### config.mk
export PLATFORM = sky130hd
export DESIGN_NAME = macu8x8_flat
export DESIGN_NICKNAME = d
export VERILOG_FILES = /design/src/rtl/macu_pkg.sv /design/src/rtl/macu8x8_if.sv /design/src/rtl/mplieru8x8.sv /design/src/rtl/macu8x8.sv /design/src/flat_wrapper.sv
export SDC_FILE = /design/constraint.sdc
export NUM_CORES = 1
export LEC_CHECK = 0
export CAP_MARGIN = 20
export CORE_MARGIN = 1
export CORE_UTILIZATION = 50
export CTS_CLUSTER_DIAMETER = 50
export DETAILED_ROUTE_END_ITERATION = 6
export GPL_TIMING_DRIVEN = 0
export PLACE_DENSITY = 0.71
export SYNTH_ARGS = -nofsm -noshare
export SYNTH_HDL_FRONTEND = slang
export SYNTH_SLANG_ARGS = --single-unit
### constraint.sdc
create_clock -name clk -period 5.3 [get_ports clk]
set_input_delay 1.06 -clock clk [delete_from_list [all_inputs] [get_ports clk]]
set_output_delay 1.06 -clock clk [all_outputs]
set_load 0.05 [all_outputs]
### src/rtl/macu_pkg.sv
// Shared definitions for the macu8x8 multiply-accumulate stage:
// operand/product widths and the output register state encoding.
package macu_pkg;

    localparam int OP_W   = 8;
    localparam int PROD_W = 16;

    // Output register occupancy; kept as plain constants so older tools
    // that dislike enums in ports can still consume the encoding.
    typedef logic [0:0] out_state_t;
    localparam out_state_t OUT_EMPTY = 1'b0;
    localparam out_state_t OUT_FULL  = 1'b1;

endpackage

### src/rtl/macu8x8_if.sv
// Operand stream and result stream of the macu8x8 stage.
// master = producer of operands / consumer of results, slave = the MAC.
interface macu8x8_if
    import macu_pkg::*;
#(
    parameter int ACC_W   = 24,
    parameter int COUNT_W = 8
);

    logic               in_valid;
    logic               in_ready;
    logic [OP_W-1:0]    in_a;
    logic [OP_W-1:0]    in_b;
    logic               in_last;
    logic               out_valid;
    logic               out_ready;
    logic [ACC_W-1:0]   out_sum;
    logic [COUNT_W-1:0] out_count;
    logic               out_ovf;

    modport master (
        output in_valid, in_a, in_b, in_last, out_ready,
        input  in_ready, out_valid, out_sum, out_count, out_ovf
    );

    modport slave (
        input  in_valid, in_a, in_b, in_last, out_ready,
        output in_ready, out_valid, out_sum, out_count, out_ovf
    );

endinterface

### src/rtl/mplieru8x8.sv
// Combinational 8x8 unsigned multiplier, full 16-bit product.
module mplieru8x8 (
    input  logic [7:0]  a,
    input  logic [7:0]  b,
    output logic [15:0] p
);

    assign p = a * b;

endmodule

### src/rtl/macu8x8.sv
// Streaming unsigned dot-product stage: registers each 8x8 product (P stage),
// accumulates a vector until its last pair, then parks the result in a
// valid/ready output register.
// Optional build macro: MACU_SATURATE_EN -- when defined the running sum
// clamps to all ones on the first carry instead of wrapping.
//
// Output register states:
//   state     | meaning
//   OUT_EMPTY | no result held, out_valid=0
//   OUT_FULL  | result held until the consumer takes it, out_valid=1
module macu8x8
    import macu_pkg::*;
#(
    parameter int ACC_W   = 24,
    parameter int COUNT_W = 8
) (
    input  logic       clk,
    input  logic       rst,
    macu8x8_if.slave   bus
);

    logic [PROD_W-1:0]  mul_p;

    logic               p_valid_q, p_valid_d;
    logic               p_last_q,  p_last_d;
    logic [PROD_W-1:0]  p_prod_q,  p_prod_d;

    logic [ACC_W-1:0]   acc_q, acc_d;
    logic [COUNT_W-1:0] cnt_q, cnt_d;
    logic               ovf_q, ovf_d;

    out_state_t         out_state_q, out_state_d;
    logic [ACC_W-1:0]   out_sum_q,   out_sum_d;
    logic [COUNT_W-1:0] out_count_q, out_count_d;
    logic               out_ovf_q,   out_ovf_d;

    logic               out_valid;
    logic               stall;
    logic               in_hs;
    logic [ACC_W:0]     sum_ext;
    logic               carry;
    logic [ACC_W-1:0]   acc_next;
    logic [COUNT_W-1:0] cnt_next;
    logic               ovf_next;

    mplieru8x8 u_mul (
        .a (bus.in_a),
        .b (bus.in_b),
        .p (mul_p)
    );

    assign out_valid = (out_state_q == OUT_FULL);

    // A last product can only retire into an output register that is free or being drained.
    always_comb begin
        stall = p_valid_q && p_last_q && out_valid && !bus.out_ready;
        in_hs = bus.in_valid && !stall;
    end

    // P stage: capture the accepted pair's product, or bubble, unless stalled.
    always_comb begin
        p_valid_d = p_valid_q;
        p_last_d  = p_last_q;
        p_prod_d  = p_prod_q;
        if (!stall) begin
            p_valid_d = in_hs;
            if (in_hs) begin
                p_last_d = bus.in_last;
                p_prod_d = mul_p;
            end
        end
    end

    // Next running sum; carry detection is shared by wrap and saturate modes.
    always_comb begin
        sum_ext  = {1'b0, acc_q} + (ACC_W+1)'(p_prod_q);
        carry    = sum_ext[ACC_W];
`ifdef MACU_SATURATE_EN
        // Once saturated the sum is pinned for the rest of the vector.
        acc_next = (carry || ovf_q) ? {ACC_W{1'b1}} : sum_ext[ACC_W-1:0];
`else
        acc_next = sum_ext[ACC_W-1:0];
`endif
        cnt_next = cnt_q + COUNT_W'(1);
        ovf_next = ovf_q | carry;
    end

    // Retire the P product into the accumulator or, on last, into the output register.
    always_comb begin
        acc_d       = acc_q;
        cnt_d       = cnt_q;
        ovf_d       = ovf_q;
        out_state_d = out_state_q;
        out_sum_d   = out_sum_q;
        out_count_d = out_count_q;
        out_ovf_d   = out_ovf_q;

        if (p_valid_q && !p_last_q) begin
            acc_d = acc_next;
            cnt_d = cnt_next;
            ovf_d = ovf_next;
        end

        if (p_valid_q && p_last_q && !stall) begin
            // Capture wins over a same-cycle drain, so FULL stays FULL.
            out_state_d = OUT_FULL;
            out_sum_d   = acc_next;
            out_count_d = cnt_next;
            out_ovf_d   = ovf_next;
            acc_d       = '0;
            cnt_d       = '0;
            ovf_d       = 1'b0;
        end else if (out_valid && bus.out_ready) begin
            out_state_d = OUT_EMPTY;
        end
    end

    // State registers with synchronous reset.
    always_ff @(posedge clk) begin
        if (rst) begin
            p_valid_q   <= 1'b0;
            p_last_q    <= 1'b0;
            p_prod_q    <= '0;
            acc_q       <= '0;
            cnt_q       <= '0;
            ovf_q       <= 1'b0;
            out_state_q <= OUT_EMPTY;
            out_sum_q   <= '0;
            out_count_q <= '0;
            out_ovf_q   <= 1'b0;
        end else begin
            p_valid_q   <= p_valid_d;
            p_last_q    <= p_last_d;
            p_prod_q    <= p_prod_d;
            acc_q       <= acc_d;
            cnt_q       <= cnt_d;
            ovf_q       <= ovf_d;
            out_state_q <= out_state_d;
            out_sum_q   <= out_sum_d;
            out_count_q <= out_count_d;
            out_ovf_q   <= out_ovf_d;
        end
    end

    assign bus.in_ready  = !stall;
    assign bus.out_valid = out_valid;
    assign bus.out_sum   = out_sum_q;
    assign bus.out_count = out_count_q;
    assign bus.out_ovf   = out_ovf_q;

endmodule
### src/flat_wrapper.sv
// flat-port wrapper written by rule: the top's interface ports become plain ports
module macu8x8_flat import macu_pkg::*;
#(
    parameter int ACC_W   = 24,
    parameter int COUNT_W = 8
)
  (clk, rst, bus_in_valid, bus_in_a, bus_in_b, bus_in_last, bus_out_ready, bus_in_ready, bus_out_valid, bus_out_sum, bus_out_count, bus_out_ovf);
  macu8x8_if #(.ACC_W(ACC_W), .COUNT_W(COUNT_W)) bus_i ();
  input  logic clk;
  input  logic rst;
  input wire logic [$bits(bus_i.in_valid)-1:0] bus_in_valid;
  input wire logic [$bits(bus_i.in_a)-1:0] bus_in_a;
  input wire logic [$bits(bus_i.in_b)-1:0] bus_in_b;
  input wire logic [$bits(bus_i.in_last)-1:0] bus_in_last;
  input wire logic [$bits(bus_i.out_ready)-1:0] bus_out_ready;
  output wire logic [$bits(bus_i.in_ready)-1:0] bus_in_ready;
  output wire logic [$bits(bus_i.out_valid)-1:0] bus_out_valid;
  output wire logic [$bits(bus_i.out_sum)-1:0] bus_out_sum;
  output wire logic [$bits(bus_i.out_count)-1:0] bus_out_count;
  output wire logic [$bits(bus_i.out_ovf)-1:0] bus_out_ovf;
  assign bus_i.in_valid = bus_in_valid;
  assign bus_i.in_a = bus_in_a;
  assign bus_i.in_b = bus_in_b;
  assign bus_i.in_last = bus_in_last;
  assign bus_i.out_ready = bus_out_ready;
  assign bus_in_ready = bus_i.in_ready;
  assign bus_out_valid = bus_i.out_valid;
  assign bus_out_sum = bus_i.out_sum;
  assign bus_out_count = bus_i.out_count;
  assign bus_out_ovf = bus_i.out_ovf;
  macu8x8 #(.ACC_W(ACC_W), .COUNT_W(COUNT_W)) u_core (.clk(clk), .rst(rst), .bus(bus_i));
endmodule
# After elaboration in Yosys (flattened, before gate mapping)
# Cells that the tools add are included.
# word_totals
output_inout_bits	35
wordCells	30
input_bits	21
reg_bits	85
# classes
mux	2
multipliers	1
n_reduce_logical	13
n_bitwise	2
addsub	2
# ops
op	n
24-bit by 16-bit adder with 25-bit output	1
8-bit by 8-bit multiplier with 16-bit output	1
8-bit by 1-bit adder with 8-bit output, second input constant	1
1-bit logical AND	7
1-bit logical NOT	3
1-bit two-way mux	2
2-bit AND reduction	1
2-bit nonzero test	1
2-bit OR reduction	1
1-bit NOT	1
1-bit OR	1

# Longest topological paths before layout
# logic_depth
depth_word	6
mapped_depth	17
depth_no_buf	17

# Modules after synthesis
# A second synthesis with hierarchy kept.
# unflattened
cells_unflattened	810
hier_area_um2	6597.6
# by_module_without_submodules
mod	n_inst	area_per_inst_um2	cells_each
macu8x8	1	4486.8	567
mplieru8x8	1	2110.8	243

# Worst setup path before layout
# No wires, ideal clock.
# synth_timing
path_kind	in2reg
start	input port bus_in_b[4]
end	register u_core.p_prod_q[14]
arrival_ps	4770
slack_ps	459
stages	17
required_time_ps	5229
path_buffers	0
setup_time_ps	71
path_cell_list	and2_1 > fa_1 > inv_1 > fa_1 > inv_1 > fa_1 > inv_1 > fa_1 > inv_1 > ha_1 > inv_1 > a32o_1 > a31oi_1 > a311o_1 > xor2_1 > nand2_1 > a21oi_1
# synth_between
elab_chain_len	1
# synth_lines
element	line_no	rtl
from (decl)	flat_wrapper.sv:13	input wire logic [$bits(bus_i.in_b)-1:0] bus_in_b;
8-bit by 8-bit multiplier with 16-bit output	mplieru8x8.sv:8	assign p = a * b;
to (signal assigned)	macu8x8.sv:134	p_prod_q <= p_prod_d;
to (decl)	macu8x8.sv:26	logic [PROD_W-1:0] p_prod_q, p_prod_d;
# Every way passes these cells.
# A chain may end at the register's enable or synchronous reset.

# Worst setup path after layout
# layout_timing
start	input port bus_in_a[1]
end	register u_core.p_prod_q[14]
# layout_between
elab_chain_len	1
# layout_lines
element	line_no	rtl
from (decl)	flat_wrapper.sv:12	input wire logic [$bits(bus_i.in_a)-1:0] bus_in_a;
8-bit by 8-bit multiplier with 16-bit output	mplieru8x8.sv:8	
# Every way passes these cells.

==> impl_metrics.ini <==
[status]
status = finished clean

[floorplanning]
fp.dieH_um = 112
dieArea_um2 = 12600
floorplan.rows = 39
io_pins = 56
start_util = 0.522
dieWidth_um = 112
core_area_um2 = 11700

[min_path]
hold_class = flip-flop to flip-flop

[clock_tree]
cts-root-buf = clkbuf_16
clock_latency_ps = 340
cts_tree = done
clkTransAtPathRegs_ps = 60
ctsHtreeMaxLevel = 3
max-clock-path-buffers = 2
numCtsBuffers = 9
clock-sinks = 85
hold_buffers = 0

[power]
p_comb_frac = 0.405
power_frac_seq = 0.325
clock_power_share = 0.270
internal_power_uw = 1420
swShare = 0.361
leakagePower_uw = 0.00303
p_switching_uw = 799
powerDensity_nw_per_um2 = 310
vdd_drop_max_mv = 0.165

[global_route]
grt_pass1_vias = 5020
grt_overflow = 0
antenna_found_initial = 0
grt_max_degree = 15
grt_pass1_wl_mm = 23.7
grt_usage = 0.234

[synthesis]
synth_fp_nets = 841
yosys_warnings = 0
ys_seq_elements = 85
syn_inst = 730
synthArstFlopShare = 0
syn-cell-area_um2 = 6090
synth_cell_type_count = 51
synth_seq_area_share = 0.279
yosysTopAreaCell = dfxtp_1
synthTopCellsByArea = dfxtp_1 28%, fa_1 12%, ha_1 11%
syn_area_per_cell_um2 = 8.35
synth_top_area_frac = 0.279
synth_edf_count = 0
ys.flop_type = dfxtp_1

[detailed_routing]
via_count = 5089
dr_wl_met2_mm = 6.75
antenna_left = 0
via_per_inst = 5.39
wl_per_cell_um = 14.6
drtIter0Drc = 241
top_layer = met4
wl_met3_um = 559
routed_wl_mm = 13.7
remaining_drc_errors = 0
first_pass_iters = 5
wl_met1_mm = 6.20

[final_layout]
finalNonFillerCells = 944
area_growth_pct = 17.3
layout.nets = 907
antennaDiodeCount = 0
layout-drive-gt1-share = 0.0412
fillers = 1015

[worst_setup_path]
critPathCaptureType = flip-flop
crit_fanout = 8
worstPathRequired_ps = 5570
crit_arrival_ps = 5320
path_class = input pin to flip-flop
worstSetupStartpointType = input pin

[placement]
numPortBuffers = 55
gp_congestion = 0.911
place_hpwl_mm = 10.9
dpl.cell_count = 928

[sta]
min_period_ps = 5050
relSlewSlack = 0.526
max_freq_mhz = 198
finalCritPeriodShare = 0.953
final_hold_viol_count = 0
worst_pin_slew_ps = 708
grt_setup_unrepaired = false
slew_violations = 0
whs_ps = 446
worst_clock_skew_ps = 7.94
setup_viol = 0

[job]
drv_cap = 0
[cells in the final DEF (no fill, tap or decap), types with 4 or more instances in the layout]
cell type        Yosys  routed
nor2b_1              4       4
a211o_1              4       4
nand2b_1             8       8
dlygate4sd2_1        0       4
a21oi_1             60      60
nand3_1             17      17
o21a_1               5       5
nand2_1            109     109
a21o_1               7       7
fa_1                37      37
ha_1                53      53
and3_1               5       5
dfxtp_1             85      85
xnor2_1             26      26
dlymetal6s2s_1       0      10
inv_1               57      57
clkdlybuf4s50_1      0      41
o21ai_1              6       7
a211oi_1            20      20
nor2_1              60      59
o21ai_0             20      19
clkbuf_1            23      23
nand4_1              8       8
and2_1              48      48
clkbuf_16            0       9
nor3_1               7       7
xor2_1              19      19
[area by class of cell]
cell class	instances	area [um^2]	share of cell area
plain buffers	27	111	0.0156
clock inverters	5	35.0	0.00490
multi-input cells	561	4080	0.571
well taps	143	179	0.0250
inverters	57	214	0.0299
clock buffers	11	253	0.0354
repair buffers	55	571	0.0798
flip-flops and latches	85	1700	0.238
[per-layer routing]
metal  up-vias  track usage
met2       128        0.422
met1      2364        0.290
met4         0       0.0773
met3        15       0.0292
met5         -            0
li1       2582            -
[per-stage QoR]
step / setup TNS, ps / setup slack [ps] / total power (uW) / util / instance area [um^2]
3_3_place_gp: -1430 / -387 / 1590 / 0.585 / 6820
4_1_cts: 0 / 1.31 / 2210 / 0.610 / 7110
2_1_floorplan: 0 / 459 / 1420 / - / 6090
3_5_place_dp: -1810 / -449 / 1610 / 0.585 / 6820
5_1_grt: 0 / 13.1 / 2390 / 0.613 / 7150
6_report: 0 / 249 / 2220 / 0.613 / 7150
[Yosys cell counts (4+ instances only)]
cell      instances
nand2b_1          8
a211oi_1         20
a31oi_1           4
nor3_1            7
o21a_1            5
nand3_1          17
a21oi_1          60
xor2_1           19
inv_1            57
and2_1           48
clkbuf_1         23
a211o_1           4
and3_1            5
fa_1             37
nor2_1           60
xnor2_1          26
o21ai_1           6
nor2b_1           4
ha_1             53
nand4_1           8
o21ai_0          20
dfxtp_1          85
nand2_1         109
a21o_1            7
[registers in the layout, indices dropped and copies added, names as in the netlist]
register and flops:
u_core.bus.out_ovf 1, u_core.cnt_q 8, u_core.p_valid_q 1, u_core.bus.out_sum 24, u_core.bus.out_valid 1, u_core.p_last_q 1
u_core.ovf_q 1, u_core.acc_q 24, u_core.p_prod_q 16, u_core.bus.out_count 8
[critical path, stage by stage]
cell,delay (ps)
dlygate4sd2_1,380
nand2_1,140
fa_1,510
fa_1,550
inv_1,50
fa_1,530
inv_1,50
fa_1,530
inv_1,40
ha_1,320
inv_1,100
a32o_1,220
a31oi_4,60
a311o_1,400
xor2_1,150
nand2_1,70
a21oi_1,150
[repair_timing]
action	CTS	global route
gates cloned	0	0
setup endpoints to repair	1	6
setup buffers	0	0
resized for setup	5	13
[worst paths after layout]
path	startpoint	endpoint	slack (ps)	cells after the start
worst min register to register	u_core.bus.out_sum[23]$_SDFFE_PP0P_	u_core.bus.out_sum[23]$_SDFFE_PP0P_	450	2
worst min-delay path	u_core.bus.out_sum[23]$_SDFFE_PP0P_	u_core.bus.out_sum[23]$_SDFFE_PP0P_	450	2
worst max-delay path	bus_in_a[1]	u_core.p_prod_q[14]$_SDFFE_PP0P_	250	17
worst max register to register	u_core.p_prod_q[0]$_SDFFE_PP0P_	u_core.acc_q[22]$_SDFFE_PP0P_	2730	10
[cell families (layout without fill, tap and decap cells)]
logic type	Yosys count	after routing	synth area share
buffers and inverters	84	155	0.0534
adder cells (fa/ha/maj)	90	90	0.230
AND/OR/NAND/NOR	277	277	0.212
flip-flops	85	85	0.279
XOR/XNOR	45	45	0.0647
AO/OA/AOI/OAI	149	149	0.161
[power groups by stage]
stage               logic (uW)  registers [uW]  clock network [uW]
global route              1030             727                 633
detailed placement         874             734                   0
global placement           854             731                   0
finish                     898             720                 598
CTS                        887             720                 601
floorplan                  669             747                   0
(Power assumes the default switching activity.)
==> RTL change: new RTL, same settings <==
Add a define of `MACU_SATURATE_EN`.
--- a/src/rtl/macu8x8.sv
+++ b/src/rtl/macu8x8.sv
@@ -8,6 +8,8 @@
 //   state     | meaning
 //   OUT_EMPTY | no result held, out_valid=0
 //   OUT_FULL  | result held until the consumer takes it, out_valid=1
+`define MACU_SATURATE_EN
+
 module macu8x8
     import macu_pkg::*;
 #(
Behaviour: same outputs for any inputs over 4 cycles, from zero or initial values and one cycle with rst high; that may be too few to reach the edited logic, so the function may still have changed.
==> RTL change against the original RTL <==
Worst setup slack got worse by 0.020 ns. Via count rose by 4.1%. Worst hold slack improved by 0.011 ns. Synthesized cell count fell by 0.68%. Power rose by 0.67%. Global-route usage rose by 0.10 points. Sequential share of layout area fell by 0.53 points. Clock skew rose by 0.0024 ns. Design area rose by 2.3%. Non-clock buffer count did not move. Routed wire length rose by 3.7%. Sequential cell count did not move. Synthesized area rose by 2.9%. Largest power group unchanged.
==> RTL change: results (changes against the original RTL) <==
Status
  – Status: finished, final reports clean

Synthesis
  – Cell area after synthesis: 6270 µm² (+2.9%)
  – Yosys cell types: 61 (+20%)
  – Seq/Total Area, Yosys: 27.1% (-0.79 points)
  – Syn nets: 836 (-0.59%)
  – Ys flop type: dfxtp_1
  – Commonest cells post-synth: dfxtp_1 (85), nor2_1 (70), nand2_1 (66), inv_1 (62), ha_1 (53)
  – Main area contributors after synthesis: dfxtp_1 (27%), fa_1 (12%), ha_1 (11%)

Hold path
  – Hold path startpoint: u_core.p_prod_q[6]$_SDFFE_PP0P_
  – WHS Path Cells: 2 (unchanged)
  – Hold EP: u_core.p_prod_q[6]$_SDFFE_PP0P_

Route
  – Final wirelength: 14,300 µm (+3.7%)
  – First-pass detailed-route iteration total: 4 (-1)
  – Via-to-Cell Ratio: 5.49 (+1.9%)
  – Initial DRC Count: 192 (-20%)

Layout
  – P&R area growth vs syn: 16.6%
  – Area of the multi-input gates: 4170 µm² (+2.2%)
  – Filler cells: 1,143 (+13%)
  – Reg area: 1700 µm² (unchanged)
  – Non-clk buf share: 9.67% (+0.13 points)
  – Non-CTS inverters: 62 (+8.8%)
  – Multi-input gates: 551 (-1.8%)
  – Clock network share of area: 3.94% (-0.090 points)
  – Buffers excl. clock: 82 (unchanged)
  – Layout cells sized above 1: 6.16% (+2.0 points)
  – Diodes inserted: 0 (unchanged)
  – Seq_cells: 85 (unchanged)
  – Nets@finish: 902 (-0.55%)

Worst setup path
  – R2R depth: 12 (+2)
  – CP max stage delay: 0.55 ns (about the same)
  – Max stage delay cell, worst path: or4_1
  – Worst r2r dst: u_core.bus.out_sum[14]$_SDFFE_PP0P_
  – R2R Setup Slk: 2.53 ns (-0.20 ns)
  – Critical R2R Launch: u_core.acc_q[0]$_SDFFE_PP0P_
  – Crit path DAT: 5.30 ns (-0.02 ns)

Clock tree
  – CTS Hold Buffers Added: 0 (unchanged)
  – Root Buffer: clkbuf_16
  – Setup Fix Bufs, Post-CTS: 0 (unchanged)
  – Clock transition at path regs: 0.06 ns (about the same)
  – CTS resizes: 12 (+7)
  – Num CTS Buffers: 9 (unchanged)

Place
  – Placed Area: 7030 µm² (+3.1%)
  – Final RePlAce weighted congestion: 0.888 (-2.5%)
  – Post-place setup slack: -0.573 ns (-0.124 ns)
  – DP HPWL: 11,500 µm (+5.2%)

GRT
  – First-pass GRT wire length: 24,200 µm (+2.2%)
  – Antenna violations before repair: 0 (unchanged)
  – Total track usage: 23.5% (+0.10 points)
  – Number of global-route vias before repair: 5,274 (+5.1%)

Pwr
  – Pleak: 0.00303 µW (+0.24%)
  – VDD IR max: 0.164 mV (-0.29%)

STA
  – Final clock skew: 0.0104 ns (+0.00244 ns)
  – Worst hold slack: 0.458 ns (+0.0113 ns)
  – Relative max-transition margin: 55.5% (+2.9 points)
[RTL change: how the worst max path moves through the flow]
stage / start / to / slack, ns / depth (start not counted)
after floorplan: bus_in_a[3] / u_core.p_prod_q[14]$_SDFFE_PP0P_ / 0.28 / 16
after global placement: bus_in_a[3] / u_core.p_prod_q[14]$_SDFFE_PP0P_ / -0.53 / 17
after detailed placement: bus_in_a[3] / u_core.p_prod_q[14]$_SDFFE_PP0P_ / -0.57 / 17
after CTS: bus_in_a[6] / u_core.p_prod_q[14]$_SDFFE_PP0P_ / 0.04 / 15
after global routing: bus_in_a[0] / u_core.p_prod_q[15]$_SDFFE_PP0P_ / 0.003 / 16
final: bus_in_a[4] / u_core.p_prod_q[14]$_SDFFE_PP0P_ / 0.23 / 17
[RTL change: per-layer routing]
layer / global-route usage, % / vias to the layer above / routed length (µm)
li1: - / 2618 / -
met4: 10.2 / 0 / 361
met3: 3.24 / 33 / 558
met1: 27.1 / 2530 / 6070
met2: 43.3 / 116 / 7260
met5: 0 / - / 0
[RTL change: cells by family (layout without fill, tap and decap cells)]
| logic type | after synthesis | after routing | synth area share, % |
|---|---|---|---|
| buffers and inverters | 89 | 160 | 6.41 |
| and+or+nand+nor | 246 | 246 | 19.9 |
| adders and majority gates | 90 | 90 | 22.4 |
| AOI/OAI and AO/OA | 174 | 174 | 18.4 |
| muxes | 1 | 1 | 0.160 |
| xor gates and xnor gates | 40 | 40 | 5.59 |
| DFF | 85 | 85 | 27.1 |
[RTL change: power by group]
group	switching [µW]	internal [µW]	leakage [µW]
Clock	263	343	0.000141
Combinational	529	374	0.00220
Sequential	30.3	691	0.000693
Total	822	1410	0.00303
[RTL change: metrics by stage]
stage               setup TNS (ns)  cells
finish                           0    964
global route                     0    964
CTS                              0    964
detailed placement           -2.55    948
global placement             -2.11    948
floorplan                        0    725
